**src/rtl/dca_matrix_lsu_arbiter.sv**
```systemverilog
// ----------------------------------------------------------------------------
// dca_matrix_lsu_arbiter
//
// Purpose
//   Shares one LSU instruction port among four requesters: three matrix-register
//   loads (A/B/C, ids 0..2) and one store (id 3). Instructions are picked
//   round-robin and issued through a one-entry output stage. The ids of
//   outstanding loads are kept in an in-order FIFO. Row data coming back from
//   the LSU is routed to the load requester at the FIFO head.
//
// Ports
//   clk, rstnn              clock (rising edge), asynchronous active-low reset
//   clear                   synchronous flush of stage, FIFO, pointer and err
//   enable                  global advance enable; when low all state holds
//   busy                    stage valid or loads outstanding
//   req_valid/ready/inst    four instruction requesters, packed BW_INST each
//   lsu_inst_*              issued instruction plus the id of its requester
//   lsu_load_w*             row return stream from the LSU
//   ld_w*                   row stream fanned out to load requesters
//   err                     sticky: LSU row arrived with no outstanding load
//
// Handshake rule used on every valid/ready pair in this block: a transfer
// happens on a rising edge where valid and ready are both 1. A source keeps
// valid and payload stable until that transfer. Ready may depend
// combinationally on valid, but valid never depends on ready.
// ----------------------------------------------------------------------------
module dca_matrix_lsu_arbiter #(
  parameter int BW_INST = 64,
  parameter int BW_ROW  = 256,
  parameter int DEPTH   = 4
) (
  input  logic                 clk,
  input  logic                 rstnn,
  input  logic                 clear,
  input  logic                 enable,
  output logic                 busy,

  input  logic [3:0]           req_valid,
  output logic [3:0]           req_ready,
  input  logic [4*BW_INST-1:0] req_inst,

  output logic                 lsu_inst_valid,
  input  logic                 lsu_inst_ready,
  output logic [BW_INST-1:0]   lsu_inst,
  output logic [1:0]           lsu_inst_id,

  input  logic                 lsu_load_wvalid,
  output logic                 lsu_load_wready,
  input  logic                 lsu_load_wlast,
  input  logic [BW_ROW-1:0]    lsu_load_wdata,

  output logic [2:0]           ld_wvalid,
  input  logic [2:0]           ld_wready,
  output logic                 ld_wlast,
  output logic [BW_ROW-1:0]    ld_wdata,

  output logic                 err
);

  localparam int PTR_W = (DEPTH > 1) ? $clog2(DEPTH) : 1;
  localparam int CNT_W = PTR_W + 1;
  localparam logic [CNT_W-1:0] FULL_CNT = CNT_W'(DEPTH);

  // --------------------------------------------------------------------------
  // State
  // --------------------------------------------------------------------------
  logic               stage_valid_q, stage_valid_d;
  logic [BW_INST-1:0] stage_inst_q,  stage_inst_d;
  logic [1:0]         stage_id_q,    stage_id_d;
  logic [1:0]         ptr_q,         ptr_d;
  logic [1:0]         fifo_mem_q [DEPTH];
  logic [1:0]         fifo_mem_d [DEPTH];
  logic [PTR_W-1:0]   rd_ptr_q,      rd_ptr_d;
  logic [PTR_W-1:0]   wr_ptr_q,      wr_ptr_d;
  logic [CNT_W-1:0]   count_q,       count_d;
  logic               err_q,         err_d;

  // --------------------------------------------------------------------------
  // Combinational helpers
  // --------------------------------------------------------------------------
  logic       fifo_empty;
  logic       fifo_full;
  logic [1:0] head_id;
  logic       arb_en;
  logic [3:0] eligible;
  logic       grant_valid;
  logic [1:0] grant_id;
  logic [1:0] cand;
  logic       grant_fire;
  logic       push;
  logic       pop;
  logic       stage_fire;

  assign fifo_empty = (count_q == '0);
  assign fifo_full  = (count_q == FULL_CNT);
  assign head_id    = fifo_mem_q[rd_ptr_q];
  assign stage_fire = stage_valid_q & lsu_inst_ready;

  // The stage can take a new instruction when it is empty or being drained.
  assign arb_en = enable & ~clear & (~stage_valid_q | lsu_inst_ready);

  // Loads are held off while the FIFO is full. A pop in the same cycle
  // does not lift the block: this keeps ready independent of the
  // LSU return path.
  assign eligible = req_valid & {1'b1, {3{~fifo_full}}};

  // Round-robin search, starting at ptr_q and ascending modulo 4.
  always_comb begin
    grant_valid = 1'b0;
    grant_id    = 2'd0;
    cand        = 2'd0;
    for (int k = 0; k < 4; k++) begin
      cand = ptr_q + 2'(k);
      if (!grant_valid && eligible[cand]) begin
        grant_valid = 1'b1;
        grant_id    = cand;
      end
    end
  end

  assign grant_fire = arb_en & grant_valid;
  assign push       = grant_fire & (grant_id != 2'd3);

  // Requesters see nothing while reset is held. This keeps every output
  // at zero even though req_valid may already be high.
  always_comb begin
    req_ready = 4'b0000;
    if (rstnn && grant_fire) begin
      req_ready[grant_id] = 1'b1;
    end
  end

  // Return-path routing to the load at the FIFO head.
  always_comb begin
    ld_wvalid = 3'b000;
    if (!fifo_empty) begin
      ld_wvalid[head_id] = lsu_load_wvalid;
    end
  end

  assign lsu_load_wready = enable & ~fifo_empty & ld_wready[head_id];
  assign ld_wlast        = rstnn & lsu_load_wlast;
  assign ld_wdata        = rstnn ? lsu_load_wdata : '0;

  // lsu_load_wready already implies enable and a non-empty FIFO.
  assign pop = lsu_load_wvalid & lsu_load_wready & lsu_load_wlast;

  // --------------------------------------------------------------------------
  // Next-state logic
  // --------------------------------------------------------------------------
  always_comb begin
    stage_valid_d = stage_valid_q;
    stage_inst_d  = stage_inst_q;
    stage_id_d    = stage_id_q;
    ptr_d         = ptr_q;
    rd_ptr_d      = rd_ptr_q;
    wr_ptr_d      = wr_ptr_q;
    count_d       = count_q;
    err_d         = err_q;
    for (int i = 0; i < DEPTH; i++) begin
      fifo_mem_d[i] = fifo_mem_q[i];
    end

    if (clear) begin
      stage_valid_d = 1'b0;
      stage_inst_d  = '0;
      stage_id_d    = 2'd0;
      ptr_d         = 2'd0;
      rd_ptr_d      = '0;
      wr_ptr_d      = '0;
      count_d       = '0;
      err_d         = 1'b0;
    end else if (enable) begin
      // Output stage: a new grant overwrites an accepted entry. An accepted
      // entry with no grant behind it empties the stage.
      if (grant_fire) begin
        stage_valid_d = 1'b1;
        stage_inst_d  = req_inst[grant_id*BW_INST +: BW_INST];
        stage_id_d    = grant_id;
        ptr_d         = grant_id + 2'd1;
      end else if (stage_fire) begin
        stage_valid_d = 1'b0;
      end

      if (push) begin
        fifo_mem_d[wr_ptr_q] = grant_id;
        wr_ptr_d             = wr_ptr_q + 1'b1;
      end
      if (pop) begin
        rd_ptr_d = rd_ptr_q + 1'b1;
      end
      case ({push, pop})
        2'b10:   count_d = count_q + 1'b1;
        2'b01:   count_d = count_q - 1'b1;
        default: count_d = count_q;
      endcase

      if (lsu_load_wvalid && fifo_empty) begin
        err_d = 1'b1;
      end
    end
  end

  // --------------------------------------------------------------------------
  // Registers
  // --------------------------------------------------------------------------
  always_ff @(posedge clk or negedge rstnn) begin
    if (!rstnn) begin
      stage_valid_q <= 1'b0;
      stage_inst_q  <= '0;
      stage_id_q    <= 2'd0;
      ptr_q         <= 2'd0;
      rd_ptr_q      <= '0;
      wr_ptr_q      <= '0;
      count_q       <= '0;
      err_q         <= 1'b0;
      for (int i = 0; i < DEPTH; i++) begin
        fifo_mem_q[i] <= 2'd0;
      end
    end else begin
      stage_valid_q <= stage_valid_d;
      stage_inst_q  <= stage_inst_d;
      stage_id_q    <= stage_id_d;
      ptr_q         <= ptr_d;
      rd_ptr_q      <= rd_ptr_d;
      wr_ptr_q      <= wr_ptr_d;
      count_q       <= count_d;
      err_q         <= err_d;
      for (int i = 0; i < DEPTH; i++) begin
        fifo_mem_q[i] <= fifo_mem_d[i];
      end
    end
  end

  // --------------------------------------------------------------------------
  // Outputs
  // --------------------------------------------------------------------------
  assign lsu_inst_valid = stage_valid_q;
  assign lsu_inst       = stage_inst_q;
  assign lsu_inst_id    = stage_id_q;
  assign busy           = stage_valid_q | ~fifo_empty;
  assign err            = err_q;

endmodule

```
**config.mk**
```make
export PLATFORM = sky130hd
export DESIGN_NAME = dca_matrix_lsu_arbiter
export DESIGN_NICKNAME = d
export VERILOG_FILES = /design/src/rtl/dca_matrix_lsu_arbiter.sv
export SDC_FILE = /design/constraint.sdc
export NUM_CORES = 1
export LEC_CHECK = 0
export ABC_CLOCK_PERIOD_IN_PS = 8700
export BUFFER_PORTS_ARGS = -buffer_cell sky130_fd_sc_hd__buf_2
export CAP_MARGIN = 20
export CORE_AREA = 4 4 336 338
export DETAILED_ROUTE_END_ITERATION = 7
export DIE_AREA = 0 0 340 342
export SLEW_MARGIN = 40
export SYNTH_ARGS = -nofsm -noshare
export SYNTH_HDL_FRONTEND = slang
export SYNTH_SLANG_ARGS = --single-unit
```
**constraint.sdc**
```tcl
create_clock -name clk -period 8.7 [get_ports clk]
set_clock_uncertainty 0.15 [all_clocks]
set_input_delay 1.74 -clock clk [delete_from_list [all_inputs] [get_ports clk]]
set_output_delay 1.74 -clock clk [all_outputs]
set_load 0.01 [all_outputs]
```
==> results.json, run 1 <==
{
  "worst_pin_slew_ps": 795,
  "cts_root_buf": "clkbuf_16",
  "hold_viol": 0,
  "synthCells": 839,
  "synth_edf_count": 0,
  "synth_top_family_by_area": "simple AND/OR/NAND/NOR gates",
  "synth_compound_area_share_pct": 14.4,
  "start_kind": "input port",
  "cts_buffer_depth": 2,
  "core_mm2": 0.110,
  "via_per_inst": 3.20,
  "fp.dieW_um": 340,
  "tns_ps": 0,
  "postCtsSetupBuffers": 0,
  "cts_resized": 0,
  "track_usage_pct": 12.3,
  "grt_pass1_wl_mm": 94.0,
  "synthArstFlopShare_pct": 100,
  "gr-total-overflow": 0,
  "drt-wirelength-per-cell_um": 23.7,
  "yosysWarnings": 0,
  "io_buffers": 859,
  "p_leak_nw": 6.88,
  "numClockSinks": 85,
  "firstDrtPassIters": 5,
  "clk_pin_slew_worst_paths_ps": 90,
  "first_global_vias": 9945,
  "synth_xor_area_share_pct": 0.360,
  "yosysSeqAreaShare_pct": 29.1,
  "holdBufCountCts": 0,
  "ys_types": 49,
  "drv_cap": 0,
  "placement_rows": 122,
  "syn_area_per_cell_um2": 8.70,
  "synth_top_area_share_pct": 29.1,
  "die_h_um": 342,
  "drt_iter0_markers": 564,
  "synth_ff_type": "dfrtp_1",
  "powerDensity_mw_per_mm2": 126,
  "antenna_found_initial": 97,
  "synth-simple-area-share_pct": 30.5,
  "cp_max_fo": 26,
  "fin_crit_ps": 5880,
  "gp_congestion": 0.861,
  "die_area_mm2": 0.116,
  "drt-total-wl_mm": 75.4,
  "crit_required_ps": 6810,
  "synth_fa_ha_area_share_pct": 1.64,
  "synthTopCellsByArea": "dfrtp_1 (29%), and2_1 (22%), mux2i_1 (16%), o221ai_1 (6.1%), nand2_1 (4.5%)",
  "ant_nets": 0,
  "outcome": "finished, final reports clean",
  "area_growth_pct": 87.1,
  "dp.cells": 3122,
  "yosysMostFrequentCell": "and2_1",
  "fin_util_pct": 12.4,
  "boundaryPins": 860,
  "drc": 0,
  "hpwlAfterDp_mm": 67.4,
  "synth_common_cells": "and2_1 (257), mux2i_1 (116), nand2_1 (87)",
  "insertion_delay_ps": 380,
  "cpPeakStageDelay_ps": 440,
  "slew_headroom_pct": 45.5,
  "crit_chain": "buf_2 > inv_1 > a211o_1 > a221o_1 > a32oi_4 > buf_4 > inv_1 > ha_1 > and3_1 > buf_2",
  "drive_above_1_share_pct": 55.2,
  "synth_seq_cells": 85,
  "rsz0062_at_grt": "no",
  "cts_tree": "yes",
  "cts_made_buffers": 9,
  "syn_nets": 1374,
  "slowest_stage": "buf_4",
  "fin_crit_sh_pct": 67.6,
  "fmax_mhz": 170,
  "htree_levels": 3,
  "fin_cells": 3180,
  "report.final.slew_viol_count": 0,
  "worstPathArrival_ps": 3990,
  "synth.area.mux_share_pct": 18.5,
  "criticalPathCategory": "input port to output pin",
  "initial_utilization_pct": 6.64,
  "nets": 2180,
  "end_kind": "output pin",
  "vias": 10200,
  "synth_top_cell_by_area": "dfrtp_1",
  "syn-cell-area_mm2": 0.00730,
  "min_path_type": "register to register",
  "peakVddDrop_mv": 0.0921,
  "grt_max_degree": 172,
  "setup_viol": 0
}
[layer usage]
metal / global-route usage, % / wire length (µm) / share of wire [%]
met1: 11.6 / 25000 / 33
met2: 19.6 / 34100 / 45
met3: 11.6 / 14600 / 19
met4: 2.30 / 1310 / 1.7
met5: 0 / 454 / 0.60
[stage by stage]
| stage | hold slack, ps | worst slack, ps | total power, W | area, µm² |
|---|---|---|---|---|
| after CTS | 338 | 2840 | 0.00178 | 13600 |
| after detailed placement | 312 | 2850 | 0.00129 | 13200 |
| after global placement | 307 | 2840 | 0.00128 | 13200 |
| final | 333 | 2820 | 0.00172 | 13700 |
| after floorplan | 295 | 3420 | 0.000882 | 7300 |
| after global routing | 356 | 2700 | 0.00184 | 13600 |
[flip-flops by register name (all words and copies together) (netlist names)]
signal          cells
err                 1
ptr_q               2
count_q             3
fifo_mem_q          8
wr_ptr_q            2
lsu_inst           64
lsu_inst_valid      1
rd_ptr_q            2
lsu_inst_id         2
[cell type report]
class | instances | area, µm²
Clock inverter | 6 | 76.3
Multi-Input combinational cell | 671 | 4820
Inverter | 8 | 30.0
Sequential cell | 85 | 2130
Antenna cell | 42 | 105
Fill cell | 12700 | 96400
Tap cell | 1488 | 1860
Timing Repair Buffer | 870 | 4410
Clock buffer | 10 | 239
[worst max-delay path, delay by kind of cell]
family,cells,cell delay [ps]
AO/OA/AOI/OAI,3,780
AND/OR/NAND/NOR,1,140
buffers and inverters,5,1070
adder cells (fa/ha/maj),1,240
[worst paths after layout]
kind                       cells past startpoint      startpoint              to  slack (ps)
hold / removal                                 2  lsu_inst_id[1]  lsu_inst_id[1]         330
min in group asynchronous                      1           rstnn    lsu_inst[19]        1080
hold reg to reg                                2  lsu_inst_id[1]  lsu_inst_id[1]         330
max in group asynchronous                      2           rstnn    lsu_inst[11]        6270
setup / recovery                              10    req_valid[3]    req_ready[2]        2820
setup reg to reg                              13      count_q[2]      count_q[2]        4820
[cells by family (layout without fill, tap and decap cells)]
family | Yosys count | count (layout)
AND/OR/NAND/NOR | 391 | 391
other | 0 | 42
multiplexers | 131 | 131
buffers and inverters | 83 | 894
adder cells (fa/ha/maj) | 9 | 9
XOR/XNOR | 3 | 3
AO/OA/AOI/OAI | 137 | 137
flip-flops | 85 | 85
[cell usage in the layout, fill, tap and decap left out, types with 12 or more instances in the layout]
cell        n
buf_2     858
mux2i_1   115
o221ai_1   51
a311oi_1   13
a21oi_1    18
mux2_2     12
nand2_1    85
dfrtp_1    85
and2_1    257
diode_2    42
o21ai_0    13
a211oi_1   26
[power breakdown]
part / internal, W / switching, W
combinational: 0.000331 / 0.000450
sequential: 0.000443 / 0.0000405
clock: 0.000237 / 0.000222
No activity file was read; power rests on OpenSTA's default activity.
==> run 2, diff against run 1 <==
--- a/config.mk
+++ b/config.mk
@@ -5,12 +5,12 @@
 export SDC_FILE = /design/constraint.sdc
 export NUM_CORES = 1
 export LEC_CHECK = 0
-export ABC_CLOCK_PERIOD_IN_PS = 8700
+export ABC_CLOCK_PERIOD_IN_PS = 5000
 export BUFFER_PORTS_ARGS = -buffer_cell sky130_fd_sc_hd__buf_2
 export CAP_MARGIN = 20
-export CORE_AREA = 4 4 336 338
+export CORE_AREA = 4 4 337 339
 export DETAILED_ROUTE_END_ITERATION = 7
-export DIE_AREA = 0 0 340 342
+export DIE_AREA = 0 0 341 343
 export SLEW_MARGIN = 40
 export SYNTH_ARGS = -nofsm -noshare
 export SYNTH_HDL_FRONTEND = slang
==> constraint.sdc (replaced) <==
create_clock -name clk -period 5 [get_ports clk]
set_clock_uncertainty 0.15 [all_clocks]
set_input_delay 1 -clock clk [delete_from_list [all_inputs] [get_ports clk]]
set_output_delay 1 -clock clk [all_outputs]
set_load 0.01 [all_outputs]
==> run 2 against run 1 <==
  * Die area increased by 0.59%
  * Sequential cell count unchanged
  * Register-to-register slack got worse by 3400 ps
  * Critical path depth decreased by 1
  * Utilization increased by 0.074 points
  * Hold slack improved by 1.8 ps
  * Cell area increased by 0.88%
  * First-iteration DRC count increased by 5.9%
==> results.json, run 2 (same netlist as run 1, synthesis figures left out) <==
{
  "p_total_w": 0.00302,
  "fmax_mhz": 252,
  "cts_buffer_depth": 2,
  "gr-total-overflow": 0,
  "crit_required_ps": 3850,
  "layout.area.seq_mm2": 0.00213,
  "die_area_mm2": 0.117,
  "vias": 10300,
  "ant_nets": 0,
  "hold_depth": 2,
  "final_common_cell": "buf_2",
  "hold_viol": 0,
  "cp_max_fo": 7,
  "worst_pin_slew_ps": 747,
  "drive_above_1_share_pct": 55.1,
  "postCtsSetupBuffers": 0,
  "outcome": "finished, final reports clean",
  "first_global_vias": 9821,
  "drt_iter0_markers": 597,
  "report.final.slew_viol_count": 0,
  "rrSetupSlack_ps": 1440,
  "drv_cap": 0,
  "regToRegStartpoint": "count_q[2]",
  "core_mm2": 0.110,
  "holdBufCountCts": 0,
  "grt_pass1_wl_mm": 96.7,
  "p_int_w": 0.00186,
  "peakVddDrop_mv": 0.160,
  "grt_max_degree": 129,
  "setup_viol": 0,
  "tns_ps": 0,
  "initial_utilization_pct": 6.62,
  "antenna_found_initial": 141,
  "drt-total-wl_mm": 78.4,
  "powerDensity_mw_per_mm2": 219,
  "p_leak_nw": 6.92,
  "end_kind": "output pin",
  "area_growth_pct": 88.8,
  "io_buffers": 859,
  "whs_ps": 335,
  "gp_congestion": 0.863,
  "nets": 2184,
  "fin_crit_sh_pct": 79.3,
  "reg2reg_depth": 8,
  "track_usage_pct": 12.6,
  "clkPwrFrac_pct": 27.9,
  "drt-wirelength-per-cell_um": 24.6,
  "htree_levels": 3,
  "clk_pin_slew_worst_paths_ps": 70,
  "switchingPower_w": 0.00116,
  "fp.dieW_um": 341,
  "die_h_um": 343,
  "firstDrtPassIters": 4,
  "fillers": 12800,
  "drc": 0,
  "cts_made_buffers": 9,
  "fin_crit_ps": 3960,
  "largest_reg_flops": 64,
  "rsz0062_at_grt": "no",
  "min_path_type": "register to register",
  "boundaryPins": 860,
  "numClockSinks": 85,
  "whs_endpoint": "lsu_inst[31]",
  "cts_tree": "yes",
  "netSwitchingFraction_pct": 38.3,
  "combPwrFrac_pct": 44.4,
  "criticalPathCategory": "input port to output pin",
  "power_frac_seq_pct": 27.7,
  "cts_resized": 0,
  "placement_rows": 122,
  "hpwlAfterDp_mm": 70.5,
  "final_cell_mix": "buf_2 (858), and2_1 (257), mux2i_1 (116)",
  "worstPathArrival_ps": 2810,
  "slew_headroom_pct": 49.6,
  "via_per_inst": 3.23,
  "cts_root_buf": "clkbuf_16",
  "worstReg2RegEnd": "lsu_inst[10]",
  "multi_input_area_mm2": 0.00481,
  "start_kind": "input port",
  "hold_start": "lsu_inst[31]",
  "insertion_delay_ps": 370
}
## run 2: cell types whose count changed in the layout (fill, tap and decap cells not counted), moves of 2 or more
cell,change
diode_2,+6
buf_12,+3
clkinv_4,-2
buf_4,+2
buf_6,-2
bufinv_16,+2
## run 2: metrics by stage
| step | area [µm²] | worst slack, ps | std cells | util [%] |
|---|---|---|---|---|
| detailed placement | 13300 | 978 | 3125 | 12.0 |
| global placement | 13300 | 1010 | 3125 | 12.0 |
| finish | 13800 | 1040 | 3190 | 12.5 |
| CTS | 13600 | 1030 | 3141 | 12.4 |
| global route | 13700 | 927 | 3153 | 12.4 |
| floorplan | 7300 | 1200 | 839 | - |
## run 2: worst max path at each step
| stage | from | endpoint | slack, ps | cells after the start |
|---|---|---|---|---|
| global placement | req_valid[3] | lsu_inst[10] | 1010 | 8 |
| CTS | req_valid[3] | req_ready[0] | 1030 | 9 |
| floorplan | req_valid[3] | req_ready[2] | 1200 | 9 |
| detailed placement | req_valid[3] | lsu_inst[10] | 980 | 8 |
| finish | req_valid[3] | req_ready[0] | 1040 | 9 |
| global route | req_valid[3] | req_ready[0] | 930 | 9 |
## run 2: final cells by class
cell class                      instances  share of cell area [%]
Tap cell                             1488                    13.5
Clock buffer                           11                    1.76
Inverter                                8                   0.218
Clock inverter                          5                   0.771
Antenna cell                           48                   0.871
Multi-Input combinational cell        671                    34.9
Sequential cell                        85                    15.4
Timing Repair Buffer                  874                    32.6
## run 2: per-layer routing
| metal | GRT usage, % | up-vias | part of all wire (%) |
|---|---|---|---|
| met4 | 1.63 | 64 | 2.4 |
| met1 | 12.3 | 4744 | 34 |
| met2 | 20.6 | 654 | 45 |
| met5 | 0 | - | 0.56 |
| met3 | 11.0 | 200 | 18 |
| li1 | - | 4641 | - |
## run 2: worst max-delay path, stage by stage
cell	delay, ps
buf_2	170
inv_1	90
a211o_1	290
a221o_1	330
a32oi_4	260
inv_1	190
ha_1	220
and3_1	130
buf_2	130
## run 2: power by group through the flow
stage | clock network [W] | registers (W) | logic, W
6_report | 0.000843 | 0.000837 | 0.00134
5_1_grt | 0.000906 | 0.000850 | 0.00147
4_1_cts | 0.000882 | 0.000837 | 0.00137
3_5_place_dp | 0 | 0.000847 | 0.00137
3_3_place_gp | 0 | 0.000845 | 0.00136
2_1_floorplan | 0 | 0.000868 | 0.000667
